--- src/rtl/instr_encoder_if.sv ---
// Command and instruction-memory write channels of the program loader.
// The host drives the command side; the encoder drives the output side.
interface instr_encoder_if;
   logic        cmd_valid;
   logic        cmd_ready;
   logic [3:0]  cmd_kind;
   logic [4:0]  cmd_rd;
   logic [4:0]  cmd_rs;
   logic [4:0]  cmd_rt;
   logic [25:0] cmd_imm;
   logic        cmd_last;
   logic        out_valid;
   logic        out_ready;
   logic [31:0] out_word;
   logic [31:0] out_addr;

   modport master (
      output cmd_valid,
      output cmd_kind,
      output cmd_rd,
      output cmd_rs,
      output cmd_rt,
      output cmd_imm,
      output cmd_last,
      input  cmd_ready,
      input  out_valid,
      input  out_word,
      input  out_addr,
      output out_ready
   );

   modport slave (
      input  cmd_valid,
      input  cmd_kind,
      input  cmd_rd,
      input  cmd_rs,
      input  cmd_rt,
      input  cmd_imm,
      input  cmd_last,
      output cmd_ready,
      output out_valid,
      output out_word,
      output out_addr,
      input  out_ready
   );
endinterface

--- src/rtl/instr_encoder.sv ---
// Program loader: encodes symbolic commands into MIPS words, queues them and emits them with
// word addresses. Define INSTR_ENC_CHECKSUM_EN to add an XOR checksum of emitted words.
module instr_encoder #(
   parameter int unsigned DEPTH     = 4,
   parameter logic [31:0] BASE_ADDR = 32'h0000_0000
) (
   input  logic         clk_i,
   input  logic         reset_i,
   input  logic         start_i,
   instr_encoder_if.slave bus_io,
   output logic         busy_o,
   output logic         done_o,
   output logic         err_illegal_o,
   output logic [7:0]   err_count_o
`ifdef INSTR_ENC_CHECKSUM_EN
   ,
   output logic [31:0]  checksum_o
`endif
);

   localparam int unsigned AW = (DEPTH > 1) ? $clog2(DEPTH) : 1;
   localparam logic [AW:0] FullCount = (AW+1)'(DEPTH);

   localparam logic [3:0] KindAddu  = 4'd0;
   localparam logic [3:0] KindSubu  = 4'd1;
   localparam logic [3:0] KindAnd   = 4'd2;
   localparam logic [3:0] KindOr    = 4'd3;
   localparam logic [3:0] KindSltu  = 4'd4;
   localparam logic [3:0] KindLw    = 4'd5;
   localparam logic [3:0] KindSw    = 4'd6;
   localparam logic [3:0] KindBeq   = 4'd7;
   localparam logic [3:0] KindAddiu = 4'd8;
   localparam logic [3:0] KindJ     = 4'd9;
   localparam logic [3:0] KindLui   = 4'd10;
   localparam logic [3:0] KindOri   = 4'd11;
   localparam logic [3:0] KindBltz  = 4'd12;

   typedef enum logic [1:0] {StIdle, StLoad, StDrain, StDone} state_e;

   state_e          state_q, state_d;
   logic [31:0]     mem_q [DEPTH];
   logic [AW-1:0]   wr_ptr_q, wr_ptr_d;
   logic [AW-1:0]   rd_ptr_q, rd_ptr_d;
   logic [AW:0]     count_q, count_d;
   logic [31:0]     addr_q, addr_d;
   logic            err_illegal_q, err_illegal_d;
   logic [7:0]      err_count_q, err_count_d;

   logic            full, empty;
   logic            start_ok, accept, push, pop;
   logic            legal;
   logic [31:0]     enc_word;

   // ---------------------------------------------------------------- encoder
   always_comb begin
      legal    = 1'b1;
      enc_word = '0;
      case (bus_io.cmd_kind)
         KindAddu:  enc_word = {6'h00, bus_io.cmd_rs, bus_io.cmd_rt, bus_io.cmd_rd, 5'b0, 6'h21};
         KindSubu:  enc_word = {6'h00, bus_io.cmd_rs, bus_io.cmd_rt, bus_io.cmd_rd, 5'b0, 6'h23};
         KindAnd:   enc_word = {6'h00, bus_io.cmd_rs, bus_io.cmd_rt, bus_io.cmd_rd, 5'b0, 6'h24};
         KindOr:    enc_word = {6'h00, bus_io.cmd_rs, bus_io.cmd_rt, bus_io.cmd_rd, 5'b0, 6'h25};
         KindSltu:  enc_word = {6'h00, bus_io.cmd_rs, bus_io.cmd_rt, bus_io.cmd_rd, 5'b0, 6'h2B};
         KindLw:    enc_word = {6'h23, bus_io.cmd_rs, bus_io.cmd_rt, bus_io.cmd_imm[15:0]};
         KindSw:    enc_word = {6'h2B, bus_io.cmd_rs, bus_io.cmd_rt, bus_io.cmd_imm[15:0]};
         KindBeq:   enc_word = {6'h04, bus_io.cmd_rs, bus_io.cmd_rt, bus_io.cmd_imm[15:0]};
         KindAddiu: enc_word = {6'h09, bus_io.cmd_rs, bus_io.cmd_rt, bus_io.cmd_imm[15:0]};
         KindJ:     enc_word = {6'h02, bus_io.cmd_imm};
         KindLui:   enc_word = {6'h0F, 5'b0, bus_io.cmd_rt, bus_io.cmd_imm[15:0]};
         KindOri:   enc_word = {6'h0D, bus_io.cmd_rs, bus_io.cmd_rt, bus_io.cmd_imm[15:0]};
         KindBltz:  enc_word = {6'h01, bus_io.cmd_rs, 5'b0, bus_io.cmd_imm[15:0]};
         default:   legal    = 1'b0;
      endcase
   end

   // ---------------------------------------------------------------- handshakes
   assign full             = (count_q == FullCount);
   assign empty            = (count_q == '0);
   // No write-through: a full FIFO refuses even when a pop happens this cycle.
   assign bus_io.cmd_ready = (state_q == StLoad) && !full;
   assign bus_io.out_valid = !empty;
   assign bus_io.out_word  = empty ? 32'h0 : mem_q[rd_ptr_q];
   assign bus_io.out_addr  = addr_q;

   assign start_ok = start_i && ((state_q == StIdle) || (state_q == StDone));
   assign accept   = bus_io.cmd_valid && bus_io.cmd_ready;
   assign push     = accept && legal;
   assign pop      = bus_io.out_valid && bus_io.out_ready;

   // ---------------------------------------------------------------- FSM next state
   always_comb begin
      state_d = state_q;
      unique case (state_q)
         StIdle:  if (start_ok) state_d = StLoad;
         StLoad:  if (accept && bus_io.cmd_last) state_d = StDrain;
         StDrain: if (empty) state_d = StDone;
         StDone:  if (start_ok) state_d = StLoad;
         default: state_d = StIdle;
      endcase
   end

   // ---------------------------------------------------------------- datapath next state
   always_comb begin
      wr_ptr_d      = wr_ptr_q;
      rd_ptr_d      = rd_ptr_q;
      count_d       = count_q;
      addr_d        = addr_q;
      err_illegal_d = accept && !legal;
      err_count_d   = err_count_q;

      if (push) wr_ptr_d = wr_ptr_q + AW'(1);
      if (pop)  rd_ptr_d = rd_ptr_q + AW'(1);

      if (push && !pop) begin
         count_d = count_q + (AW+1)'(1);
      end else if (!push && pop) begin
         count_d = count_q - (AW+1)'(1);
      end

      if (start_ok) begin
         addr_d = BASE_ADDR;
      end else if (pop) begin
         addr_d = addr_q + 32'd4;
      end

      if (start_ok) begin
         err_count_d = '0;
      end else if (accept && !legal && (err_count_q != 8'hFF)) begin
         err_count_d = err_count_q + 8'd1;
      end
   end

   always_ff @(posedge clk_i) begin
      if (reset_i) begin
         state_q       <= StIdle;
         wr_ptr_q      <= '0;
         rd_ptr_q      <= '0;
         count_q       <= '0;
         addr_q        <= BASE_ADDR;
         err_illegal_q <= 1'b0;
         err_count_q   <= '0;
      end else begin
         state_q       <= state_d;
         wr_ptr_q      <= wr_ptr_d;
         rd_ptr_q      <= rd_ptr_d;
         count_q       <= count_d;
         addr_q        <= addr_d;
         err_illegal_q <= err_illegal_d;
         err_count_q   <= err_count_d;
      end
   end

   // Storage needs no reset: out_word is masked to zero while the FIFO is empty.
   always_ff @(posedge clk_i) begin
      if (push) begin
         mem_q[wr_ptr_q] <= enc_word;
      end
   end

   assign busy_o        = (state_q == StLoad) || (state_q == StDrain);
   assign done_o        = (state_q == StDone);
   assign err_illegal_o = err_illegal_q;
   assign err_count_o   = err_count_q;

`ifdef INSTR_ENC_CHECKSUM_EN
   logic [31:0] checksum_q, checksum_d;

   always_comb begin
      checksum_d = checksum_q;
      if (start_ok) begin
         checksum_d = '0;
      end else if (pop) begin
         checksum_d = checksum_q ^ bus_io.out_word;
      end
   end

   always_ff @(posedge clk_i) begin
      if (reset_i) begin
         checksum_q <= '0;
      end else begin
         checksum_q <= checksum_d;
      end
   end

   assign checksum_o = checksum_q;
`endif

endmodule

--- src/flat_wrapper.sv ---
// flat-port wrapper written by rule: the top's interface ports become plain ports
module instr_encoder_flat 
#(
   parameter int unsigned DEPTH     = 4,
   parameter logic [31:0] BASE_ADDR = 32'h0000_0000
)
  (clk_i, reset_i, start_i, busy_o, done_o, err_illegal_o, err_count_o, bus_io_cmd_valid, bus_io_cmd_kind, bus_io_cmd_rd, bus_io_cmd_rs, bus_io_cmd_rt, bus_io_cmd_imm, bus_io_cmd_last, bus_io_cmd_ready, bus_io_out_valid, bus_io_out_word, bus_io_out_addr, bus_io_out_ready);
  instr_encoder_if bus_io_i ();
  input  logic clk_i;
  input  logic reset_i;
  input  logic start_i;
  output logic busy_o;
  output logic done_o;
  output logic err_illegal_o;
  output logic [7:0] err_count_o;
  input wire logic [$bits(bus_io_i.cmd_valid)-1:0] bus_io_cmd_valid;
  input wire logic [$bits(bus_io_i.cmd_kind)-1:0] bus_io_cmd_kind;
  input wire logic [$bits(bus_io_i.cmd_rd)-1:0] bus_io_cmd_rd;
  input wire logic [$bits(bus_io_i.cmd_rs)-1:0] bus_io_cmd_rs;
  input wire logic [$bits(bus_io_i.cmd_rt)-1:0] bus_io_cmd_rt;
  input wire logic [$bits(bus_io_i.cmd_imm)-1:0] bus_io_cmd_imm;
  input wire logic [$bits(bus_io_i.cmd_last)-1:0] bus_io_cmd_last;
  output wire logic [$bits(bus_io_i.cmd_ready)-1:0] bus_io_cmd_ready;
  output wire logic [$bits(bus_io_i.out_valid)-1:0] bus_io_out_valid;
  output wire logic [$bits(bus_io_i.out_word)-1:0] bus_io_out_word;
  output wire logic [$bits(bus_io_i.out_addr)-1:0] bus_io_out_addr;
  input wire logic [$bits(bus_io_i.out_ready)-1:0] bus_io_out_ready;
  assign bus_io_i.cmd_valid = bus_io_cmd_valid;
  assign bus_io_i.cmd_kind = bus_io_cmd_kind;
  assign bus_io_i.cmd_rd = bus_io_cmd_rd;
  assign bus_io_i.cmd_rs = bus_io_cmd_rs;
  assign bus_io_i.cmd_rt = bus_io_cmd_rt;
  assign bus_io_i.cmd_imm = bus_io_cmd_imm;
  assign bus_io_i.cmd_last = bus_io_cmd_last;
  assign bus_io_cmd_ready = bus_io_i.cmd_ready;
  assign bus_io_out_valid = bus_io_i.out_valid;
  assign bus_io_out_word = bus_io_i.out_word;
  assign bus_io_out_addr = bus_io_i.out_addr;
  assign bus_io_i.out_ready = bus_io_out_ready;
  instr_encoder #(.DEPTH(DEPTH), .BASE_ADDR(BASE_ADDR)) u_core (.clk_i(clk_i), .reset_i(reset_i), .start_i(start_i), .bus_io(bus_io_i), .busy_o(busy_o), .done_o(done_o), .err_illegal_o(err_illegal_o), .err_count_o(err_count_o));
endmodule
--- config.mk ---
export PLATFORM = sky130hd
export DESIGN_NAME = instr_encoder_flat
export DESIGN_NICKNAME = d
export VERILOG_FILES = /design/src/rtl/instr_encoder_if.sv /design/src/rtl/instr_encoder.sv /design/src/flat_wrapper.sv
export SDC_FILE = /design/constraint.sdc
export NUM_CORES = 1
export LEC_CHECK = 0
export CAP_MARGIN = 5
export CORE_UTILIZATION = 55
export CTS_BUF_LIST = sky130_fd_sc_hd__clkbuf_4 sky130_fd_sc_hd__clkbuf_8
export DETAILED_ROUTE_END_ITERATION = 6
export PLACE_DENSITY_LB_ADDON = 0.2
export SETUP_SLACK_MARGIN = 0.15
export SLEW_MARGIN = 20
export SYNTH_ARGS = -nofsm -noshare
export SYNTH_HDL_FRONTEND = slang
export SYNTH_SLANG_ARGS = --single-unit
--- constraint.sdc ---
create_clock -name clk_i -period 3.1 [get_ports clk_i]
set_clock_uncertainty 0.05 [all_clocks]
set_input_delay 0.465 -clock clk_i [delete_from_list [all_inputs] [get_ports clk_i]]
set_output_delay 0.465 -clock clk_i [all_outputs]
set_load 0.05 [all_outputs]
==> results of run 1 <==
==> power by group through the flow <==
stage,Clock [mW],Sequential (mW),Combinational [mW]
final,1.65,2.71,3.20
after global routing,1.77,2.72,3.36
after CTS,1.68,2.71,3.24
after detailed placement,0,2.76,3.23
after global placement,0,2.75,3.16
after floorplan,0,2.77,1.81
==> flip-flops by register name (all words and copies together) (netlist names), named ones only <==
register and flops:
u_core.mem_q 124, u_core.bus_io.out_addr 30, u_core.err_count_o 8, u_core.count_q 3
u_core.rd_ptr_q 2, u_core.state_q 2, u_core.wr_ptr_q 2, u_core.err_illegal_o 1
==> per-stage QoR <==
step | power (mW) | utilization [%]
global placement | 5.914 | 70.55
floorplan | 4.576 | -
global route | 7.844 | 73.72
finish | 7.560 | 73.72
CTS | 7.622 | 73.72
detailed placement | 5.986 | 70.55
==> worst min-delay path: stages (launching register included) <==
cell and delay, ns:
dfxtp_1 0.35, o41ai_1 0.07, a21oi_1 0.06
==> layer usage <==
metal	global-route usage [%]	part of all wire, %	vias up
li1	-	-	2470
met1	31.69	41	2690
met2	42.56	52	190
met3	5.708	6.0	27
met4	8.828	1.5	0
met5	0	0	-
==> logic make-up after synthesis <==
logic type      count (synthesis)  share of synthesized area, %
other cells                     1                       0.04882
flops                         174                         61.51
mux                            40                         10.26
compound gates                117                         9.415
simple gates                  171                         12.38
buf+inv                        48                         2.769
xor+xnor                       14                         1.596
fa+ha+maj                      12                         2.020
==> layout by cell type, fill, tap and decap left out, types with 13 or more instances in the layout <==
cell,n
a21oi_1,47
and2_1,35
mux4_2,31
dfxtp_1,49
clkbuf_8,21
o21ai_0,24
edfxtp_1,124
nor2_1,28
clkdlybuf4s50_1,92
or3_1,13
or4_1,14
buf_4,18
inv_1,17
nand3_1,17
buf_12,34
nand2_1,24
==> cell type report <==
type | count | area [um2] | area share, %
flip-flops and latches | 174 | 4726 | 47.65
well taps | 176 | 220.2 | 2.221
clock buffers | 21 | 289.0 | 2.914
inverters | 15 | 56.30 | 0.5678
repair buffers | 144 | 1737 | 17.51
multi-input cells | 357 | 2751 | 27.74
clock inverters | 11 | 137.6 | 1.388
==> how the worst min path moves through the flow <==
stage	cells past startpoint	to	slack [ns]
final	2	u_core.err_count_o[5]	0.46
after CTS	2	u_core.bus_io.out_addr[20]	0.47
after global placement	2	u_core.bus_io.out_addr[20]	0.43
after detailed placement	1	u_core.err_count_o[6]	0.45
after global routing	1	u_core.err_count_o[6]	0.49
after floorplan	2	flop	0.43
==> flow_summary.rst, run 1 <==
.. list-table::
   :header-rows: 1

   * - Metric
     - Value
   * - DIE AREA
     - 14440 um2
   * - Async set or reset register ratio after synthesis
     - 0%
   * - Endpoint class of the critical path
     - output pin
   * - Initial standard-cell utilization of the core
     - 57.10%
   * - Detailed Route Iter0 Violations
     - 421
   * - Clock buffer count from CTS
     - 17
   * - Sw Ratio
     - between 30% and 40%
   * - Net Switching
     - 2.603 mW
   * - List of cells traversed by the critical path
     - nor3b_1, nor2b_1, clkdlybuf4s50_1
   * - Hold/Removal Path Class
     - reg2reg
   * - Power density relative to cell area
     - 762.3 nW/um2
   * - Total via count in the routed design
     - 5377
   * - Launching element type of the critical path
     - flop
   * - Number of clock sinks
     - 174
   * - DRC errors left
     - 0
   * - Mapped Avg Cell Area
     - 13.31 um2
   * - Min-Delay Startpoint
     - u_core.err_count_o[5]
   * - Length of the first detailed-routing pass in iterations
     - 5
   * - Routability congestion estimate from global placement
     - just over 0.8
   * - Final min period
     - 2.745 ns
   * - Critical Path AT
     - 2.23 ns
   * - Setup crit start
     - u_core.count_q[2]
   * - Origin of the critical flop-to-flop path
     - u_core.state_q[0]
   * - Final hold violation count
     - 0
   * - Floorplan die height
     - 120.2 um
   * - Yosys top cell area share
     - 48.48%
   * - Area growth from synthesis to layout
     - 29.11%
   * - Clock tree from TritonCTS
     - built
   * - Minimum setup slack in the final design
     - about 0.36 ns
   * - Filler cell count in the final layout
     - 898
   * - Post-CTS Setup Inserts
     - 0
   * - HPWL after detailed placement
     - 11.64 mm
   * - Buffers from clock root to sink, at most
     - 2
   * - Combinational Power Share
     - 42.4%
   * - Number of enable flip-flop cells after synthesis
     - about 120
   * - Endpoint of the worst setup timing path
     - bus_io_cmd_ready
   * - Share of final-layout standard cells stronger than drive strength 1
     - 16.48%
   * - Number of diodes
     - 0
   * - Max-Slew Margin vs Limit
     - 53.15%
   * - Static leakage
     - 3.286 nW
   * - Post-route cell area
     - 9917 um2
   * - Post-cts gate resize count
     - 0
   * - Total GRT Usage
     - 25.10%
   * - Cell types with the highest counts after synthesis
     - 124 x edfxtp_1, 50 x dfxtp_1, 47 x a21oi_1, 35 x and2_1, 31 x mux4_2
   * - IO buf count
     - 124
   * - Data required time at the worst endpoint
     - around 2.6 ns
   * - Critical path class
     - reg2out
   * - Crit path buffers/inverters
     - 1
   * - Setup slack of the worst register-to-register path
     - 0.58 ns
   * - Overall routed net length
     - around 17 mm
   * - Initial antenna violation count
     - 0
   * - Gate Count Post-Synth
     - 577
   * - Synth warnings
     - 0
   * - Register clock-pin slew on the reported worst setup and hold paths
     - 0.08 ns
   * - Number of top-level pins
     - ~130
   * - Synth unique cells
     - 50
   * - Max-slew violations
     - 0
   * - Reg-to-reg endpoint
     - u_core.count_q[2]
   * - Worst-Skew Late Latency
     - about 0.46 ns
   * - Setup Slack @ Placement
     - 0.1679 ns
   * - Hold-fix buffer count after cts
     - 0
   * - Fraction of the cycle the final worst path needs
     - between 80% and 90%
   * - Max rail drop VDD
     - 0.5737 mV
   * - Cell count after placement
     - 866
   * - Max Clock Freq
     - 364.3 MHz
   * - Max Cap Violations
     - 0
   * - # nets final
     - about 770
   * - Kind of cell adding the most delay to the critical path
     - buffers and inverters
   * - Cell taking the most area after synthesis
     - edfxtp_1
   * - Sequential-to-total area share from yosys stat
     - roughly three fifths
   * - Synth top area cells
     - edfxtp_1 48%, dfxtp_1 13%, mux4_2 9.1%
   * - Crit path depth
     - 3
   * - Leftover overflow at the end of global routing
     - 0
   * - Placement-stage cell area
     - 9490 um2
   * - Setup repair after global routing missed its margin
     - false
   * - Register share of total power
     - around 36%
   * - Peak fanout along the critical path
     - 5
   * - Internal
     - 4.957 mW
   * - Antenna violation net count after detailed routing
     - 0
   * - Highest cell delay on the worst timing path
     - between 0.7 and 0.8 ns
   * - Worst-margin pin slew
     - 0.7006 ns
   * - Crit path max-delay cell type
     - clkdlybuf4s50_1
   * - Root Buffer Master
     - clkbuf_8
   * - Most numerous cell in the Yosys netlist
     - edfxtp_1
   * - Final sum of negative setup slack
     - 0 ns
   * - Die extent in x
     - ~120 um
   * - Area of the core
     - 13450 um2
   * - Largest net degree at the start of global routing
     - 33
   * - Hold Slack
     - 0.4638 ns
   * - Worst Reg2Reg Path Length in Cells
     - 9
   * - Top_reg_cell synth
     - edfxtp_1
   * - Result of the run
     - finished, final reports clean
   * - Via/cell ratio
     - 5.988
   * - Avg WL per Cell
     - roughly 19 um
   * - Number of endpoints failing setup at the final stage
     - 0
   * - Number of global-route vias before repair
     - ~5.4k
   * - Power share of the clock group
     - between 20% and 30%
   * - Wire length of the first global-routing pass
     - 27.46 mm
   * - H-tree Lvls
     - 4
   * - Number of cells in the finished layout apart from fillers
     - ~900
   * - Count of standard-cell rows
     - 42
   * - Synthesized area
     - 7681 um2
   * - Synthesized flop and latch total
     - 174
Power figures use the tool's default switching activity.
==> inputs of run 2 (changes only) <==
--- a/config.mk
+++ b/config.mk
@@ -6,6 +6,7 @@
 export NUM_CORES = 1
 export LEC_CHECK = 0
 export CAP_MARGIN = 5
+export CORE_ASPECT_RATIO = 0.7
 export CORE_UTILIZATION = 55
 export CTS_BUF_LIST = sky130_fd_sc_hd__clkbuf_4 sky130_fd_sc_hd__clkbuf_8
 export DETAILED_ROUTE_END_ITERATION = 6
==> run 2 against run 1 <==
Effect of this change: sequential power hardly changed; first-iteration DRC count increased by 5.2%; cell area about the same; non-clock buffer count is 4 higher; sequential share of layout area barely moved; die area hardly changed; routed wire length is 2.6% lower; critical path depth grew 1; worst setup slack improved by 0.083 ns; core utilization grew 0.30 points; critical path type unchanged; largest power group unchanged.
==> flow_summary.rst, run 2 (synthesized netlist as in run 1, its figures left out) <==
.. list-table::
   :header-rows: 1

   * - Metric
     - Value
   * - Max-slew violations
     - 0 (unchanged)
   * - Antenna violation net count after detailed routing
     - 0 (unchanged)
   * - Final min period
     - 2.662 ns (-0.08258 ns)
   * - Endpoint class of the critical path
     - output pin
   * - Avg WL per Cell
     - 18.41 um (-4.0%)
   * - List of cells traversed by the critical path
     - buf_4, mux4_2, and2_1, buf_12
   * - Kind of cell adding the most delay to the critical path
     - flip-flops
   * - Buffers from clock root to sink, at most
     - 2 (unchanged)
   * - Worst-margin pin slew
     - 0.7312 ns (+0.03061 ns)
   * - Area of combinational cells with multiple inputs
     - 2751 um2 (unchanged)
   * - H-tree Lvls
     - 4 (unchanged)
   * - Highest cell delay on the worst timing path
     - 0.55 ns (-0.19 ns)
   * - Peak fanout along the critical path
     - 9 (+4)
   * - Post-CTS Setup Inserts
     - 0 (unchanged)
   * - Launching element type of the critical path
     - flop
   * - Area growth from synthesis to layout
     - 29.13% (about the same)
   * - Filler cell count in the final layout
     - 881 (-1.9%)
   * - Via/cell ratio
     - 5.880 (-1.8%)
   * - Commonest non-fill, non-tap cells in the layout
     - 124 x edfxtp_1, 92 x clkdlybuf4s50_1, 49 x dfxtp_1
   * - Number of global-route vias before repair
     - 5166 (-4.3%)
   * - IO buf count
     - 124 (unchanged)
   * - Result of the run
     - finished, final reports clean
   * - Largest net degree at the start of global routing
     - 37 (+12%)
   * - Floorplan die height
     - 100.9 um (-16%)
   * - Number of clock sinks
     - 174 (unchanged)
   * - Min-Delay Startpoint
     - u_core.bus_io.out_addr[20]
   * - Max Cap Violations
     - 0 (unchanged)
   * - Final hold violation count
     - 0 (unchanged)
   * - Hold/Removal Path Class
     - reg2reg
   * - Worst-Skew Late Latency
     - 0.44 ns (-0.02 ns)
   * - Wire length of the first global-routing pass
     - 26.36 mm (-4.0%)
   * - Power density relative to cell area
     - 761.5 nW/um2 (-0.11%)
   * - Static leakage
     - 3.266 nW (-0.62%)
   * - Share of final-layout standard cells stronger than drive strength 1
     - 16.94% (+0.46 points)
   * - Overall routed net length
     - 16.77 mm (-2.6%)
   * - Area taken by flip-flops and latches
     - 4726 um2 (unchanged)
   * - Data required time at the worst endpoint
     - 2.58 ns (about the same)
   * - Detailed Route Iter0 Violations
     - 443 (+5.2%)
   * - Leftover overflow at the end of global routing
     - 0 (unchanged)
   * - Total GRT Usage
     - 24.33% (-0.77 points)
   * - Max-Slew Margin vs Limit
     - 50.74% (-2.4 points)
   * - Number of top-level pins
     - 128 (unchanged)
   * - Total via count in the routed design
     - 5357 (-0.37%)
   * - Initial standard-cell utilization of the core
     - 57.32% (+0.22 points)
   * - Flip-flop count of the largest register, all copies and words added
     - 124 (unchanged)
   * - Length of the first detailed-routing pass in iterations
     - 5 (unchanged)
   * - Setup Slack @ Placement
     - 0.08378 ns (-0.08414 ns)
   * - Final sum of negative setup slack
     - 0 ns (unchanged)
   * - Register clock-pin slew on the reported worst setup and hold paths
     - 0.09 ns (about the same)
   * - Origin of the critical flop-to-flop path
     - u_core.count_q[0]
   * - Clock tree from TritonCTS
     - built
   * - Number of diodes
     - 0 (unchanged)
   * - Die extent in x
     - 143.2 um (+19%)
   * - Routability congestion estimate from global placement
     - 0.8340 (+3.3%)
   * - Fraction of the cycle the final worst path needs
     - 85.88% (-2.7 points)
   * - HPWL after detailed placement
     - 11.56 mm (-0.69%)
   * - Count of standard-cell rows
     - 35 (-17%)
   * - Register ranked first by flip-flop count
     - u_core.mem_q
   * - Critical path class
     - reg2out
   * - # nets final
     - 775 (+0.52%)
   * - DIE AREA
     - 14450 um2 (about the same)
   * - Crit path buffers/inverters
     - 2 (+1)
   * - Clock buffer count from CTS
     - 17 (unchanged)
   * - Minimum setup slack in the final design
     - 0.4378 ns (+0.08258 ns)
   * - Crit path max-delay cell type
     - dfxtp_2
   * - Hold-fix buffer count after cts
     - 0 (unchanged)
   * - DRC errors left
     - 0 (unchanged)
   * - Setup repair after global routing missed its margin
     - false
   * - Critical Path AT
     - 2.15 ns (-0.08 ns)
   * - Number of endpoints failing setup at the final stage
     - 0 (unchanged)
   * - Max rail drop VDD
     - 0.5736 mV (about the same)
   * - Post-cts gate resize count
     - 0 (unchanged)
   * - Root Buffer Master
     - clkbuf_8
   * - Most common library cell in the layout ignoring fill and taps
     - edfxtp_1
   * - Initial antenna violation count
     - 0 (unchanged)
   * - Max Clock Freq
     - 375.6 MHz (+3.1%)
   * - Area of the core
     - 13400 um2 (-0.39%)
## run 2: cell count changes in the layout (fill, tap and decap cells not counted)
cell,delta
clkbuf_4,+2
inv_1,-2
buf_4,+6
clkinv_1,+2
buf_12,-2
clkinvlp_4,+4
clkinv_4,-1
inv_4,-2
clkbuf_8,-4
clkinv_2,-2
inv_6,+3
## run 2: stage by stage
step | std cells | util, % | power (mW) | hold slack (ns) | cell area, um2
finish | 911 | 74.01 | 7.553 | 0.4552 | 9918
global route | 911 | 74.01 | 7.845 | 0.4987 | 9918
CTS | 911 | 74.01 | 7.616 | 0.4594 | 9918
detailed placement | 879 | 70.94 | 6.002 | 0.4450 | 9507
global placement | 879 | 70.94 | 5.937 | 0.4302 | 9507
floorplan | 579 | - | 4.576 | 0.4347 | 7689
## run 2: where the power goes
| part | internal, mW | switching (mW) | total (mW) |
|---|---|---|---|
| Combinational | 1.46 | 1.73 | 3.19 |
| Sequential | 2.64 | 0.0984 | 2.74 |
| Clock | 0.818 | 0.807 | 1.62 |
| Total | 4.91 | 2.64 | 7.55 |
## run 2: worst min-delay path: stages, from the launching register on
cell and delay [ns]:
dfxtp_1 0.34, o31ai_1 0.07, a21oi_1 0.06
## run 2: path summary, 6_finish.rpt
check / end / slack (ns) / depth (start not counted)
max: bus_io_out_word[17] / 0.44 / 4
min: u_core.bus_io.out_addr[20] / 0.46 / 2
max reg2reg: u_core.count_q[2] / 0.64 / 7
min reg2reg: u_core.bus_io.out_addr[20] / 0.46 / 2
## run 2: per-layer routing
layer	vias to the layer above	GRT usage (%)	share of wire, %
li1	2488	-	-
met3	14	5.083	6.2
met2	202	39.55	48
met4	0	5.646	0.64
met1	2653	33.97	45
met5	-	0	0
## run 2: final cells by class
type	instances	share of cell area, %
sequential	174	47.65
clock buffer	19	2.510
tap	185	2.334
inverter	15	0.5677
multi-input combinational	357	27.74
clock inverter	13	1.640
timing repair buffer	148	17.56
==> inputs of run 3 (changes only) <==
--- a/config.mk
+++ b/config.mk
@@ -5,14 +5,14 @@
 export SDC_FILE = /design/constraint.sdc
 export NUM_CORES = 1
 export LEC_CHECK = 0
-export CAP_MARGIN = 5
+export CAP_MARGIN = 20
 export CORE_ASPECT_RATIO = 0.7
-export CORE_UTILIZATION = 55
+export CORE_UTILIZATION = 40
 export CTS_BUF_LIST = sky130_fd_sc_hd__clkbuf_4 sky130_fd_sc_hd__clkbuf_8
 export DETAILED_ROUTE_END_ITERATION = 6
 export PLACE_DENSITY_LB_ADDON = 0.2
 export SETUP_SLACK_MARGIN = 0.15
-export SLEW_MARGIN = 20
+export SLEW_MARGIN = 10
 export SYNTH_ARGS = -nofsm -noshare
 export SYNTH_HDL_FRONTEND = slang
 export SYNTH_SLANG_ARGS = --single-unit
==> run 3 against run 2 <==
Effect of this change: first-iteration DRC count shrank 24%; count of clock-buffer cells in the layout fell by 1; worst setup slack worse by 0.026 ns; cell area rose by 0.20%; die area is 37% higher; routed wire length grew 3.3%; critical endpoint is now busy_o; global-route usage is 6.3 points lower.
==> flow_summary.rst, run 3 (synthesized netlist as in run 1, its figures left out) <==
.. list-table::
   :header-rows: 1

   * - Metric
     - Value
   * - # nets final
     - 769 (-0.77%)
   * - Power density relative to cell area
     - 746.2 nW/um2 (-2.0%)
   * - Clock tree from TritonCTS
     - built
   * - Highest layer used for signal routing
     - met4
   * - Post-cts gate resize count
     - 0 (unchanged)
   * - Setup repair after global routing missed its margin
     - false
   * - IO buf count
     - 124 (unchanged)
   * - Routability congestion estimate from global placement
     - 0.7910 (-5.2%)
   * - Total GRT Usage
     - 18.05% (-6.3 points)
   * - Data required time at the worst endpoint
     - 2.58 ns (about the same)
   * - Area growth from synthesis to layout
     - 29.39%
   * - Root Buffer Master
     - clkbuf_8
   * - Reg-to-reg endpoint
     - u_core.count_q[2]
   * - Wire length of the first global-routing pass
     - 27.43 mm (+4.1%)
   * - Cell count of the worst hold path
     - 2 (unchanged)
   * - Final min period
     - 2.688 ns (+0.02619 ns)
   * - Floorplan die height
     - 117.9 um (+17%)
   * - Number of diodes
     - 0 (unchanged)
   * - DIE AREA
     - 19770 um2 (+37%)
   * - Filler cell count in the final layout
     - 1478 (+68%)
   * - Met1 WL
     - 8.189 mm (+9.2%)
   * - Final core utilization
     - 53.96% (-20 points)
   * - Antenna violation net count after detailed routing
     - 0 (unchanged)
   * - Total via count in the routed design
     - 5175 (-3.4%)
   * - Most common library cell in the layout ignoring fill and taps
     - edfxtp_1
   * - Setup slack of the worst register-to-register path
     - 0.43 ns (-0.21 ns)
   * - Max Clock Freq
     - 372.0 MHz (-0.97%)
   * - Hold/Removal Path Class
     - reg2reg
   * - Post-CTS Setup Inserts
     - 0 (unchanged)
   * - Max Cap Violations
     - 0 (unchanged)
   * - Min-Delay Startpoint
     - u_core.bus_io.out_addr[20]
   * - Routed met2 length
     - 8.303 mm (+2.2%)
   * - Critical Path AT
     - 2.17 ns (+0.02 ns)
   * - Avg WL per Cell
     - 18.13 um (-1.5%)
   * - Buffers from clock root to sink, at most
     - 2 (unchanged)
   * - Length of the first detailed-routing pass in iterations
     - 5 (unchanged)
   * - Origin of the critical flop-to-flop path
     - u_core.state_q[0]
   * - Worst-Skew Late Latency
     - 0.45 ns (about the same)
   * - Fraction of the cycle the final worst path needs
     - 86.72% (+0.84 points)
   * - Launching element type of the critical path
     - flop
   * - Initial antenna violation count
     - 0 (unchanged)
   * - Area of the core
     - 18420 um2 (+37%)
   * - Leftover overflow at the end of global routing
     - 0 (unchanged)
   * - Wire length on met3
     - 673 um (-35%)
   * - Max-Slew Margin vs Limit
     - 51.49% (+0.76 points)
   * - Static leakage
     - 3.243 nW (-0.70%)
   * - Count of standard-cell rows
     - 41 (+17%)
   * - Register clock-pin slew on the reported worst setup and hold paths
     - 0.09 ns (about the same)
   * - Flip-flop count of the largest register, all copies and words added
     - 124 (unchanged)
   * - Overall routed net length
     - 17.33 mm (+3.3%)
   * - Peak fanout along the critical path
     - 4 (-5)
   * - Endpoint class of the critical path
     - output pin
   * - Register ranked first by flip-flop count
     - u_core.mem_q
   * - Hold-fix buffer count after cts
     - 0 (unchanged)
   * - DRC errors left
     - 0 (unchanged)
   * - Number of clock sinks
     - 174 (unchanged)
   * - Commonest non-fill, non-tap cells in the layout
     - 124 x edfxtp_1, 92 x clkdlybuf4s50_1, 49 x dfxtp_1
   * - Number of top-level pins
     - 128 (unchanged)
   * - Result of the run
     - finished, final reports clean
   * - Max rail drop VDD
     - 0.5103 mV (-11%)
   * - HPWL after detailed placement
     - 11.58 mm (+0.15%)
   * - Final hold violation count
     - 0 (unchanged)
   * - Final sum of negative setup slack
     - 0 ns (unchanged)
   * - Number of endpoints failing setup at the final stage
     - 0 (unchanged)
   * - Worst Reg2Reg Path Length in Cells
     - 9 (+2)
   * - Die extent in x
     - 167.6 um (+17%)
   * - Clock buffer count from CTS
     - 17 (unchanged)
   * - Detailed Route Iter0 Violations
     - 335 (-24%)
   * - Max-slew violations
     - 0 (unchanged)
   * - Largest net degree at the start of global routing
     - 37 (unchanged)
   * - Share of final-layout standard cells stronger than drive strength 1
     - 16.67% (-0.28 points)
   * - Number of global-route vias before repair
     - 5187 (+0.41%)
   * - H-tree Lvls
     - 4 (unchanged)
   * - Via/cell ratio
     - 5.413 (-7.9%)
   * - Critical path class
     - reg2out
   * - Initial standard-cell utilization of the core
     - 41.71% (-16 points)
   * - Min-Delay Endpoint
     - u_core.bus_io.out_addr[20]
   * - Worst-margin pin slew
     - 0.7224 ns (-0.008790 ns)
[run 3: cell type report]
type,count,area (um2),share of cell area [%]
clock buffer,18,241.5,2.430
clock inverter,14,141.4,1.423
inverter,15,56.30,0.5665
multi-input combinational,357,2756,27.74
sequential,174,4726,47.55
tap,236,295.3,2.971
timing repair buffer,142,1722,17.32
[run 3: worst max path at each step]
| stage | startpoint | cells past startpoint | endpoint | slack [ns] |
|---|---|---|---|---|
| 5_1_grt | u_core.state_q[0] | 9 | u_core.count_q[2] | 0.29 |
| 6_report | u_core.state_q[0] | 4 | busy_o | 0.41 |
| 3_3_place_gp | bus_io_cmd_kind[0] | 9 | u_core.count_q[2] | 0.20 |
| 3_5_place_dp | bus_io_cmd_kind[0] | 9 | u_core.count_q[2] | 0.05 |
| 4_1_cts | u_core.count_q[0] | 3 | bus_io_cmd_ready | 0.24 |
| 2_1_floorplan | bus_io_cmd_kind[1] | 9 | u_core.count_q[2] | 0.32 |
[run 3: per-stage QoR]
step | instances | hold slack, ns | power, mW | setup slack (ns) | area [um2]
finish | 956 | 0.4655 | 7.416 | 0.4116 | 9938
global route | 956 | 0.4849 | 7.730 | 0.2920 | 9938
CTS | 956 | 0.4637 | 7.497 | 0.2373 | 9933
detailed placement | 924 | 0.4453 | 5.989 | 0.04804 | 9550
global placement | 924 | 0.4277 | 5.951 | 0.2046 | 9550
floorplan | 579 | 0.4347 | 4.576 | 0.3179 | 7689
[run 3: where the power goes]
part	switching (mW)	internal (mW)	total (mW)	leakage [nW]
logic	1.76	1.44	3.20	1.52
clock network	0.895	0.610	1.50	0.195
registers	0.0734	2.64	2.71	1.53
total	2.73	4.68	7.42	3.24
[run 3: layer usage]
| layer | GRT usage [%] | vias to the layer above |
|---|---|---|
| met4 | 4.874 | 0 |
| met1 | 24.22 | 2590 |
| li1 | - | 2475 |
| met2 | 29.32 | 97 |
| met3 | 4.237 | 13 |
| met5 | 0 | - |
[run 3: critical path: stages (launching register included)]
cell and delay, ns:
dfxtp_1 0.40, inv_1 0.06, ha_1 0.33, inv_1 0.11
clkdlybuf4s50_1 0.81
